### src/rtl/complex_alu_pkg.sv
// Shared op codes and compare-fill helpers for the complex ALU pipeline.
package complex_alu_pkg;

   localparam int unsigned OP_W   = 4;
   localparam int unsigned FILL_W = 64;

   localparam logic [OP_W-1:0] OP_ADD  = 4'd0;
   localparam logic [OP_W-1:0] OP_SUB  = 4'd1;
   localparam logic [OP_W-1:0] OP_MUL  = 4'd2;
   localparam logic [OP_W-1:0] OP_REAL = 4'd4;
   localparam logic [OP_W-1:0] OP_IMAG = 4'd5;
   localparam logic [OP_W-1:0] OP_CONJ = 4'd6;
   localparam logic [OP_W-1:0] OP_MOVE = 4'd7;
   localparam logic [OP_W-1:0] OP_LESS = 4'd9;
   localparam logic [OP_W-1:0] OP_EQ   = 4'd10;
   localparam logic [OP_W-1:0] OP_LE   = 4'd11;
   localparam logic [OP_W-1:0] OP_GT   = 4'd12;
   localparam logic [OP_W-1:0] OP_NE   = 4'd13;
   localparam logic [OP_W-1:0] OP_GE   = 4'd14;
   localparam logic [OP_W-1:0] OP_MEM  = 4'd15;

   localparam logic [FILL_W-1:0] FILL_TRUE  = '1;
   localparam logic [FILL_W-1:0] FILL_FALSE = '0;

   // Callers narrow the fill to their component width with a size cast.
   function automatic logic [FILL_W-1:0] fill_bool(input logic b);
      return b ? FILL_TRUE : FILL_FALSE;
   endfunction

   function automatic logic is_compare(input logic [OP_W-1:0] op);
      case (op)
         OP_LESS, OP_EQ, OP_LE, OP_GT, OP_NE, OP_GE: return 1'b1;
         default:                                    return 1'b0;
      endcase
   endfunction

endpackage

### src/rtl/complex_alu_pipe_if.sv
// Operand/result handshake bundle between register-read, the ALU and writeback.
interface complex_alu_pipe_if #(
   parameter int unsigned WIDTH = 8
);
   logic             in_valid;
   logic             in_ready;
   logic [3:0]       op;
   logic [WIDTH-1:0] a_re;
   logic [WIDTH-1:0] a_im;
   logic [WIDTH-1:0] b_re;
   logic [WIDTH-1:0] b_im;
   logic             out_valid;
   logic             out_ready;
   logic [WIDTH-1:0] out_re;
   logic [WIDTH-1:0] out_im;
   logic             out_ovf;
   logic             comp_flag;

   modport master (
      output in_valid, op, a_re, a_im, b_re, b_im, out_ready,
      input  in_ready, out_valid, out_re, out_im, out_ovf, comp_flag
   );

   modport slave (
      input  in_valid, op, a_re, a_im, b_re, b_im, out_ready,
      output in_ready, out_valid, out_re, out_im, out_ovf, comp_flag
   );
endinterface

### src/rtl/complex_alu_pipe_clamp.sv
// Signed narrowing from IN_W to OUT_W bits: saturate or wrap, flagging out-of-range.
module cplx_clamp #(
   parameter int unsigned IN_W     = 17,
   parameter int unsigned OUT_W    = 8,
   parameter bit          SATURATE = 1'b0
) (
   input  logic signed [IN_W-1:0]  din,
   output logic signed [OUT_W-1:0] dout_c,
   output logic                    ovf_c
);
   localparam int unsigned HEAD_W = IN_W - OUT_W + 1;
   localparam logic [OUT_W-1:0] MAX_POS = {1'b0, {(OUT_W-1){1'b1}}};
   localparam logic [OUT_W-1:0] MIN_NEG = {1'b1, {(OUT_W-1){1'b0}}};

   logic [HEAD_W-1:0] head;

   // In range only when every bit above the result sign matches it.
   assign head  = din[IN_W-1:OUT_W-1];
   assign ovf_c = (head != '0) && (head != '1);

   always_comb begin
      dout_c = din[OUT_W-1:0];
      if (SATURATE && ovf_c) begin
         dout_c = din[IN_W-1] ? MIN_NEG : MAX_POS;
      end
   end
endmodule

### src/rtl/complex_alu_pipe.sv
// Two-stage complex ALU: stage 1 captures operands, products and sums; stage 2 combines, scales and clamps.
module complex_alu_pipe
   import complex_alu_pkg::*;
#(
   parameter int unsigned WIDTH    = 8,
   parameter int unsigned FRAC     = 0,
   parameter bit          SATURATE = 1'b0
) (
   input logic               clk,
   input logic               rst_n,
   complex_alu_pipe_if.slave bus
);
   localparam int unsigned AW = WIDTH + 1;
   localparam int unsigned PW = 2 * WIDTH;
   localparam int unsigned SW = 2 * WIDTH + 1;

   typedef struct packed {
      logic [WIDTH-1:0] re;
      logic [WIDTH-1:0] im;
   } cplx_t;

   cplx_t                 a_in, b_in;
   logic signed [PW-1:0]  p_rr, p_ii, p_ri, p_ir;
   logic signed [AW-1:0]  lin_re, lin_im;
   logic [PW-1:0]         mem_sum;
   logic                  s1_adv, s2_adv;

   logic                  s1_valid;
   logic [OP_W-1:0]       s1_op;
   cplx_t                 s1_a, s1_b;
   logic signed [AW-1:0]  s1_lin_re, s1_lin_im;
   logic signed [SW-1:0]  s1_mul_re, s1_mul_im;
   logic [PW-1:0]         s1_mem;

   logic signed [SW-1:0]    wide_re, wide_im;
   logic                    is_cmp, cmp_true;
   logic signed [WIDTH-1:0] clamp_re, clamp_im;
   logic                    ovf_re, ovf_im;

   logic             out_valid_q, out_ovf_q, out_is_cmp_q, out_cmp_q, comp_flag_q;
   logic [WIDTH-1:0] out_re_q, out_im_q;

   assign s2_adv       = !out_valid_q || bus.out_ready;
   assign s1_adv       = !s1_valid || s2_adv;
   assign bus.in_ready = s1_adv;

   assign a_in    = {bus.a_re, bus.a_im};
   assign b_in    = {bus.b_re, bus.b_im};
   assign p_rr    = PW'($signed(a_in.re)) * PW'($signed(b_in.re));
   assign p_ii    = PW'($signed(a_in.im)) * PW'($signed(b_in.im));
   assign p_ri    = PW'($signed(a_in.re)) * PW'($signed(b_in.im));
   assign p_ir    = PW'($signed(a_in.im)) * PW'($signed(b_in.re));
   assign mem_sum = a_in + b_in;

   always_comb begin
      lin_re = AW'($signed(a_in.re)) + AW'($signed(b_in.re));
      lin_im = AW'($signed(a_in.im)) + AW'($signed(b_in.im));
      if (bus.op == OP_SUB) begin
         lin_re = AW'($signed(a_in.re)) - AW'($signed(b_in.re));
         lin_im = AW'($signed(a_in.im)) - AW'($signed(b_in.im));
      end
   end

   // Stage 1: operands, op, and the wide sums/products.
   always_ff @(posedge clk or negedge rst_n) begin
      if (!rst_n) begin
         s1_valid  <= 1'b0;
         s1_op     <= '0;
         s1_a      <= '0;
         s1_b      <= '0;
         s1_lin_re <= '0;
         s1_lin_im <= '0;
         s1_mul_re <= '0;
         s1_mul_im <= '0;
         s1_mem    <= '0;
      end else if (s1_adv) begin
         s1_valid <= bus.in_valid;
         if (bus.in_valid) begin
            s1_op     <= bus.op;
            s1_a      <= a_in;
            s1_b      <= b_in;
            s1_lin_re <= lin_re;
            s1_lin_im <= lin_im;
            s1_mul_re <= SW'(p_rr) - SW'(p_ii);
            s1_mul_im <= SW'(p_ri) + SW'(p_ir);
            s1_mem    <= mem_sum;
         end
      end
   end

   // Every op is expressed as a sign-extended wide value so one clamp decides range and overflow.
   always_comb begin
      wide_re  = '0;
      wide_im  = '0;
      cmp_true = 1'b0;
      is_cmp   = is_compare(s1_op);
      case (s1_op)
         OP_ADD, OP_SUB: begin
            wide_re = SW'(s1_lin_re);
            wide_im = SW'(s1_lin_im);
         end
         OP_MUL: begin
            wide_re = s1_mul_re >>> FRAC;
            wide_im = s1_mul_im >>> FRAC;
         end
         OP_REAL: wide_re = SW'($signed(s1_a.re));
         OP_IMAG: wide_re = SW'($signed(s1_a.im));
         OP_CONJ: begin
            wide_re = SW'($signed(s1_a.re));
            wide_im = -SW'($signed(s1_a.im));
         end
         OP_MOVE: begin
            wide_re = SW'($signed(s1_a.re));
            wide_im = SW'($signed(s1_a.im));
         end
         OP_LESS: cmp_true = $signed(s1_a.re) <  $signed(s1_b.re);
         OP_LE:   cmp_true = $signed(s1_a.re) <= $signed(s1_b.re);
         OP_GT:   cmp_true = $signed(s1_a.re) >  $signed(s1_b.re);
         OP_GE:   cmp_true = $signed(s1_a.re) >= $signed(s1_b.re);
         OP_EQ:   cmp_true = (s1_a == s1_b);
         OP_NE:   cmp_true = (s1_a != s1_b);
         OP_MEM: begin
            wide_re = SW'($signed(s1_mem[PW-1:WIDTH]));
            wide_im = SW'($signed(s1_mem[WIDTH-1:0]));
         end
         default: ;
      endcase
      if (is_cmp) begin
         wide_re = SW'($signed(WIDTH'(fill_bool(cmp_true))));
         wide_im = wide_re;
      end
   end

   cplx_clamp #(.IN_W(SW), .OUT_W(WIDTH), .SATURATE(SATURATE)) u_clamp_re (
      .din(wide_re), .dout_c(clamp_re), .ovf_c(ovf_re)
   );

   cplx_clamp #(.IN_W(SW), .OUT_W(WIDTH), .SATURATE(SATURATE)) u_clamp_im (
      .din(wide_im), .dout_c(clamp_im), .ovf_c(ovf_im)
   );

   // Stage 2: result registers, held while the consumer stalls; comp_flag loads on a compare handshake.
   always_ff @(posedge clk or negedge rst_n) begin
      if (!rst_n) begin
         out_valid_q  <= 1'b0;
         out_re_q     <= '0;
         out_im_q     <= '0;
         out_ovf_q    <= 1'b0;
         out_is_cmp_q <= 1'b0;
         out_cmp_q    <= 1'b0;
         comp_flag_q  <= 1'b0;
      end else begin
         if (s2_adv) begin
            out_valid_q <= s1_valid;
            if (s1_valid) begin
               out_re_q     <= clamp_re;
               out_im_q     <= clamp_im;
               out_ovf_q    <= ovf_re || ovf_im;
               out_is_cmp_q <= is_cmp;
               out_cmp_q    <= cmp_true;
            end
         end
         if (out_valid_q && bus.out_ready && out_is_cmp_q) begin
            comp_flag_q <= out_cmp_q;
         end
      end
   end

   assign bus.out_valid = out_valid_q;
   assign bus.out_re    = out_re_q;
   assign bus.out_im    = out_im_q;
   assign bus.out_ovf   = out_ovf_q;
   assign bus.comp_flag = comp_flag_q;
endmodule

### src/flat_wrapper.sv
// flat-port wrapper written by rule: the top's interface ports become plain ports
module complex_alu_pipe_flat import complex_alu_pkg::*;
#(
   parameter int unsigned WIDTH    = 8,
   parameter int unsigned FRAC     = 0,
   parameter bit          SATURATE = 1'b0
)
  (clk, rst_n, bus_in_valid, bus_op, bus_a_re, bus_a_im, bus_b_re, bus_b_im, bus_out_ready, bus_in_ready, bus_out_valid, bus_out_re, bus_out_im, bus_out_ovf, bus_comp_flag);
  complex_alu_pipe_if #(.WIDTH(WIDTH)) bus_i ();
  input logic clk;
  input logic rst_n;
  input wire logic [$bits(bus_i.in_valid)-1:0] bus_in_valid;
  input wire logic [$bits(bus_i.op)-1:0] bus_op;
  input wire logic [$bits(bus_i.a_re)-1:0] bus_a_re;
  input wire logic [$bits(bus_i.a_im)-1:0] bus_a_im;
  input wire logic [$bits(bus_i.b_re)-1:0] bus_b_re;
  input wire logic [$bits(bus_i.b_im)-1:0] bus_b_im;
  input wire logic [$bits(bus_i.out_ready)-1:0] bus_out_ready;
  output wire logic [$bits(bus_i.in_ready)-1:0] bus_in_ready;
  output wire logic [$bits(bus_i.out_valid)-1:0] bus_out_valid;
  output wire logic [$bits(bus_i.out_re)-1:0] bus_out_re;
  output wire logic [$bits(bus_i.out_im)-1:0] bus_out_im;
  output wire logic [$bits(bus_i.out_ovf)-1:0] bus_out_ovf;
  output wire logic [$bits(bus_i.comp_flag)-1:0] bus_comp_flag;
  assign bus_i.in_valid = bus_in_valid;
  assign bus_i.op = bus_op;
  assign bus_i.a_re = bus_a_re;
  assign bus_i.a_im = bus_a_im;
  assign bus_i.b_re = bus_b_re;
  assign bus_i.b_im = bus_b_im;
  assign bus_i.out_ready = bus_out_ready;
  assign bus_in_ready = bus_i.in_ready;
  assign bus_out_valid = bus_i.out_valid;
  assign bus_out_re = bus_i.out_re;
  assign bus_out_im = bus_i.out_im;
  assign bus_out_ovf = bus_i.out_ovf;
  assign bus_comp_flag = bus_i.comp_flag;
  complex_alu_pipe #(.WIDTH(WIDTH), .FRAC(FRAC), .SATURATE(SATURATE)) u_core (.clk(clk), .rst_n(rst_n), .bus(bus_i));
endmodule
### config.mk
export PLATFORM = sky130hd
export DESIGN_NAME = complex_alu_pipe_flat
export DESIGN_NICKNAME = d
export VERILOG_FILES = /design/src/rtl/complex_alu_pkg.sv /design/src/rtl/complex_alu_pipe_if.sv /design/src/rtl/complex_alu_pipe_clamp.sv /design/src/rtl/complex_alu_pipe.sv /design/src/flat_wrapper.sv
export SDC_FILE = /design/constraint.sdc
export NUM_CORES = 1
export LEC_CHECK = 0
export ABC_AREA = 1
export BUFFER_PORTS_ARGS = -buffer_cell sky130_fd_sc_hd__buf_2
export CAP_MARGIN = 20
export CORE_AREA = 4 4 201 203
export CTS_CLUSTER_DIAMETER = 50
export DETAILED_ROUTE_END_ITERATION = 12
export DIE_AREA = 0 0 205 207
export PLACE_DENSITY_LB_ADDON = 0.2
export SYNTH_ARGS = -nofsm -noshare
export SYNTH_HDL_FRONTEND = slang
export SYNTH_SLANG_ARGS = --single-unit
### constraint.sdc
create_clock -name clk -period 5.1 [get_ports clk]
set_input_delay 1.02 -clock clk [delete_from_list [all_inputs] [get_ports clk]]
set_output_delay 1.02 -clock clk [all_outputs]
set_load 0.01 [all_outputs]
==> metrics <==
status=finished with violations; violated checks=negative setup slack; Synth Area per Inst=7.62 sq um; Vias=~17000; syn nets=around 3000; Yosys reg bits=around 130; Die Ht=~210 microns; worst reg2reg path startpoint=u_core.s1_op[1]$_DFFE_PN0P_; Hold Crit Class=reg -> reg; reg2reg end=u_core.bus.out_ovf$_DFFE_PN0P_; DIE WIDTH=205 microns; vias in the first global route=roughly 18000; Nets=3251; crit end category=flop; Detailed Route WL=about 58000 microns; Final HPWL DP=between 40000 and 50000 microns; post-route setup slack=-0.371 ns; max incr delay on CP=about 0.56 ns; clock-pin slew on the worst setup and hold paths=0.07 ns; fill cell count=3303; required time of the critical path=5.50 ns; IO buf count=a little under 60; Startpoint Class=input port; critical path type=in -> reg; Cell Area, Synth=19100 sq um; synth-to-layout area growth=27.2%; CTS Root Cell=clkbuf_16; Boundary Pins=60; Final Hold Fails=0; Crit Path Max Fanout=7; first-pass GRT wire length=93500 microns; pin slew with the least headroom to its limit=1.13 ns; largest cells by area after synthesis=fa_1 30%, dfrtp_1 16%, inv_1 12%; TritonCTS clock tree=done; Worst path slowest cell=fa_1; largest net degree at the start of global routing=86; Starting Density=about half; Cells after Synth=2508; Max Freq=~180 MHz; gp weighted congestion=roughly 0.93; GRT Util Overall=28.1%; commonest non-fill, non-tap cell in the layout=nand2_1; Seq/Total Area, Yosys=16.4%; CP startpoint=bus_a_im[7]; RSZ-0062 raised after global routing=true; DR WL/cell=17.7 microns; via density per instance=5.09; cell taking the most area after synthesis=fa_1; total negative setup slack=-5.39 ns; CP delay by family, top=adder cells; Yosys cell types=44; clock sinks=125; Post-route DRC=0; commonest cells after routing, fill and taps aside=558 x nand2_1, 557 x inv_1, 256 x fa_1, 224 x buf_4, 125 x dfrtp_1; arrival time worst endpoint=5.87 ns; gr ovfl total=0; Yosys top cell area share=29.5%; slew margin rel.=between 20 and 25%; proportion of layout cells with a drive suffix above 1=23.8%; Setup Skew=between 0.01 and 0.015 ns; critical path's most frequent cell=fa_1; CP Depth=24; reg2reg path depth=9; die area=42400 sq um; Routed Antenna Nets=0; Setup-failing EPs final=20; max-slew violation count=0; Synth Warn #=0; Max Cap Viol=0; crit path to=u_core.s1_mul_re[16]$_DFFE_PN0P_; Iter 0 DRT Violations=1289; initial antenna violation count=5; final worst-path cycle share=107%; CP Buf/Inv Count=9; CTS Buf Count=17; clk_lat worst skew=roughly 0.45 ns; Cell Chain, Critical Path=buf_12 > buf_12 > nand2_8 > inv_6 > fa_1 > inv_2 > fa_1 > inv_1 > fa_1 > inv_1 > fa_1 > fa_1 > inv_1 > fa_1 > inv_2 > ha_4 > buf_4 > nand2_2 > nor2_2 > nand2_1 > o21ai_2 > nand3b_1 > nand3_1 > nand2_1; first-pass iteration count of the detailed router=6; Rows=72; worst reg2reg setup slack=between 2 and 2.5 ns; H-tree depth=4; Core Footprint=between 30000 and 40000 sq um; Clock Path Buffers=2; min Tclk post-route=about 5.5 ns
[cell usage after synthesis (all sizes together)]
cell / n
o311ai: 2
nor2: 116
and2: 2
o21bai: 3
a21oi: 71
nor3: 19
or2: 20
nand2: 615
mux2: 1
o21a: 1
clkbuf: 70
nor3b: 1
o211ai: 7
o22ai: 2
dfrtp: 125
a31oi: 13
o221ai: 3
buf: 22
xor2: 38
inv: 637
o31ai: 13
o21ai: 122
a21o: 7
nand4: 11
nand3b: 5
ha: 156
fa: 282
a21boi: 1
nor4: 2
a211oi: 2
a31o: 1
xnor2: 21
clkinv: 2
nand3: 115
[worst register-to-register path: stages, from the launching register on]
cell,delay (ns)
dfrtp_1,0.57
inv_2,0.18
nor2_4,0.22
nand2_2,0.23
inv_2,0.51
nand4_1,0.26
nand2_1,0.16
nand2_1,0.06
a21oi_1,0.50
a21oi_1,0.16
[per-layer routing]
metal | vias up | part of all wire [%] | track usage, %
li1 | 8021 | - | -
met1 | 8154 | 42 | 37.7
met2 | 537 | 47 | 45.4
met3 | 131 | 6.8 | 5.55
met4 | 2 | 4.2 | 10.2
met5 | - | 0.022 | 0
[metrics by stage]
stage	hold WS (ns)	utilization [%]	area (sq um)	setup slack, ns	std cells
after global placement	0.462	57.3	22000	-0.967	3223
after CTS	0.483	61.4	23600	-0.360	3288
final	0.479	63.2	24300	-0.371	3307
after detailed placement	0.466	57.3	22000	-1.01	3223
after floorplan	0.449	-	20000	-0.503	2508
after global routing	0.504	63.2	24300	-0.575	3307
[worst min path at each step]
stage / startpoint / to / slack, ns / depth (start not counted)
after floorplan: u_core.s1_lin_re[8]$_DFFE_PN0P_ / u_core.s1_lin_re[8]$_DFFE_PN0P_ / 0.45 / 2
after global placement: u_core.bus.out_re[7]$_DFFE_PN0P_ / u_core.bus.out_re[7]$_DFFE_PN0P_ / 0.46 / 2
after detailed placement: u_core.s1_mem[11]$_DFFE_PN0P_ / u_core.s1_mem[11]$_DFFE_PN0P_ / 0.47 / 2
after CTS: u_core.s1_mem[11]$_DFFE_PN0P_ / u_core.s1_mem[11]$_DFFE_PN0P_ / 0.48 / 2
after global routing: u_core.bus.out_im[7]$_DFFE_PN0P_ / u_core.bus.out_im[7]$_DFFE_PN0P_ / 0.50 / 2
final: u_core.bus.out_re[7]$_DFFE_PN0P_ / u_core.bus.out_re[7]$_DFFE_PN0P_ / 0.48 / 2
[repair_timing]
| action | in CTS | in global routing |
|---|---|---|
| hold buffers | 0 | 0 |
| cloned | 3 | 1 |
| hold endpoints to repair | 0 | 0 |
| gates resized for setup | 198 | 161 |
| setup endpoints to repair | 23 | 23 |
| buffers inserted | 30 | 20 |
| pin swaps | 97 | 107 |
[cell families after synthesis]
kind of cell,after synthesis,share of synthesized area (%)
fa+ha+maj,438,39.7
buf+inv,731,14.5
mux,1,0.0589
xor+xnor,59,2.70
flops,125,16.4
simple gates,906,19.4
compound gates,248,7.23
[registers in the layout, indices dropped and copies added, names as in the netlist, 8 cells and up]
name	count
u_core.bus.out_im	8
u_core.bus.out_re	8
u_core.s1_a	16
u_core.s1_b	16
u_core.s1_lin_im	8
u_core.s1_lin_re	9
u_core.s1_mem	16
u_core.s1_mul_im	17
u_core.s1_mul_re	17
[final cells by class]
cell class,count,area [sq um],area share (%)
Inverter,639,2430,10.0
Clock inverter,14,160,0.659
Tap cell,518,648,2.67
Multi-Input combinational cell,1652,14400,59.3
Timing Repair Buffer,338,3090,12.7
Sequential cell,125,3130,12.9
Antenna cell,3,7.51,0.0309
Clock buffer,18,429,1.77
Power is not shown: default switching activity piles up to over one toggle a cycle in this logic, so the estimate is an artifact.
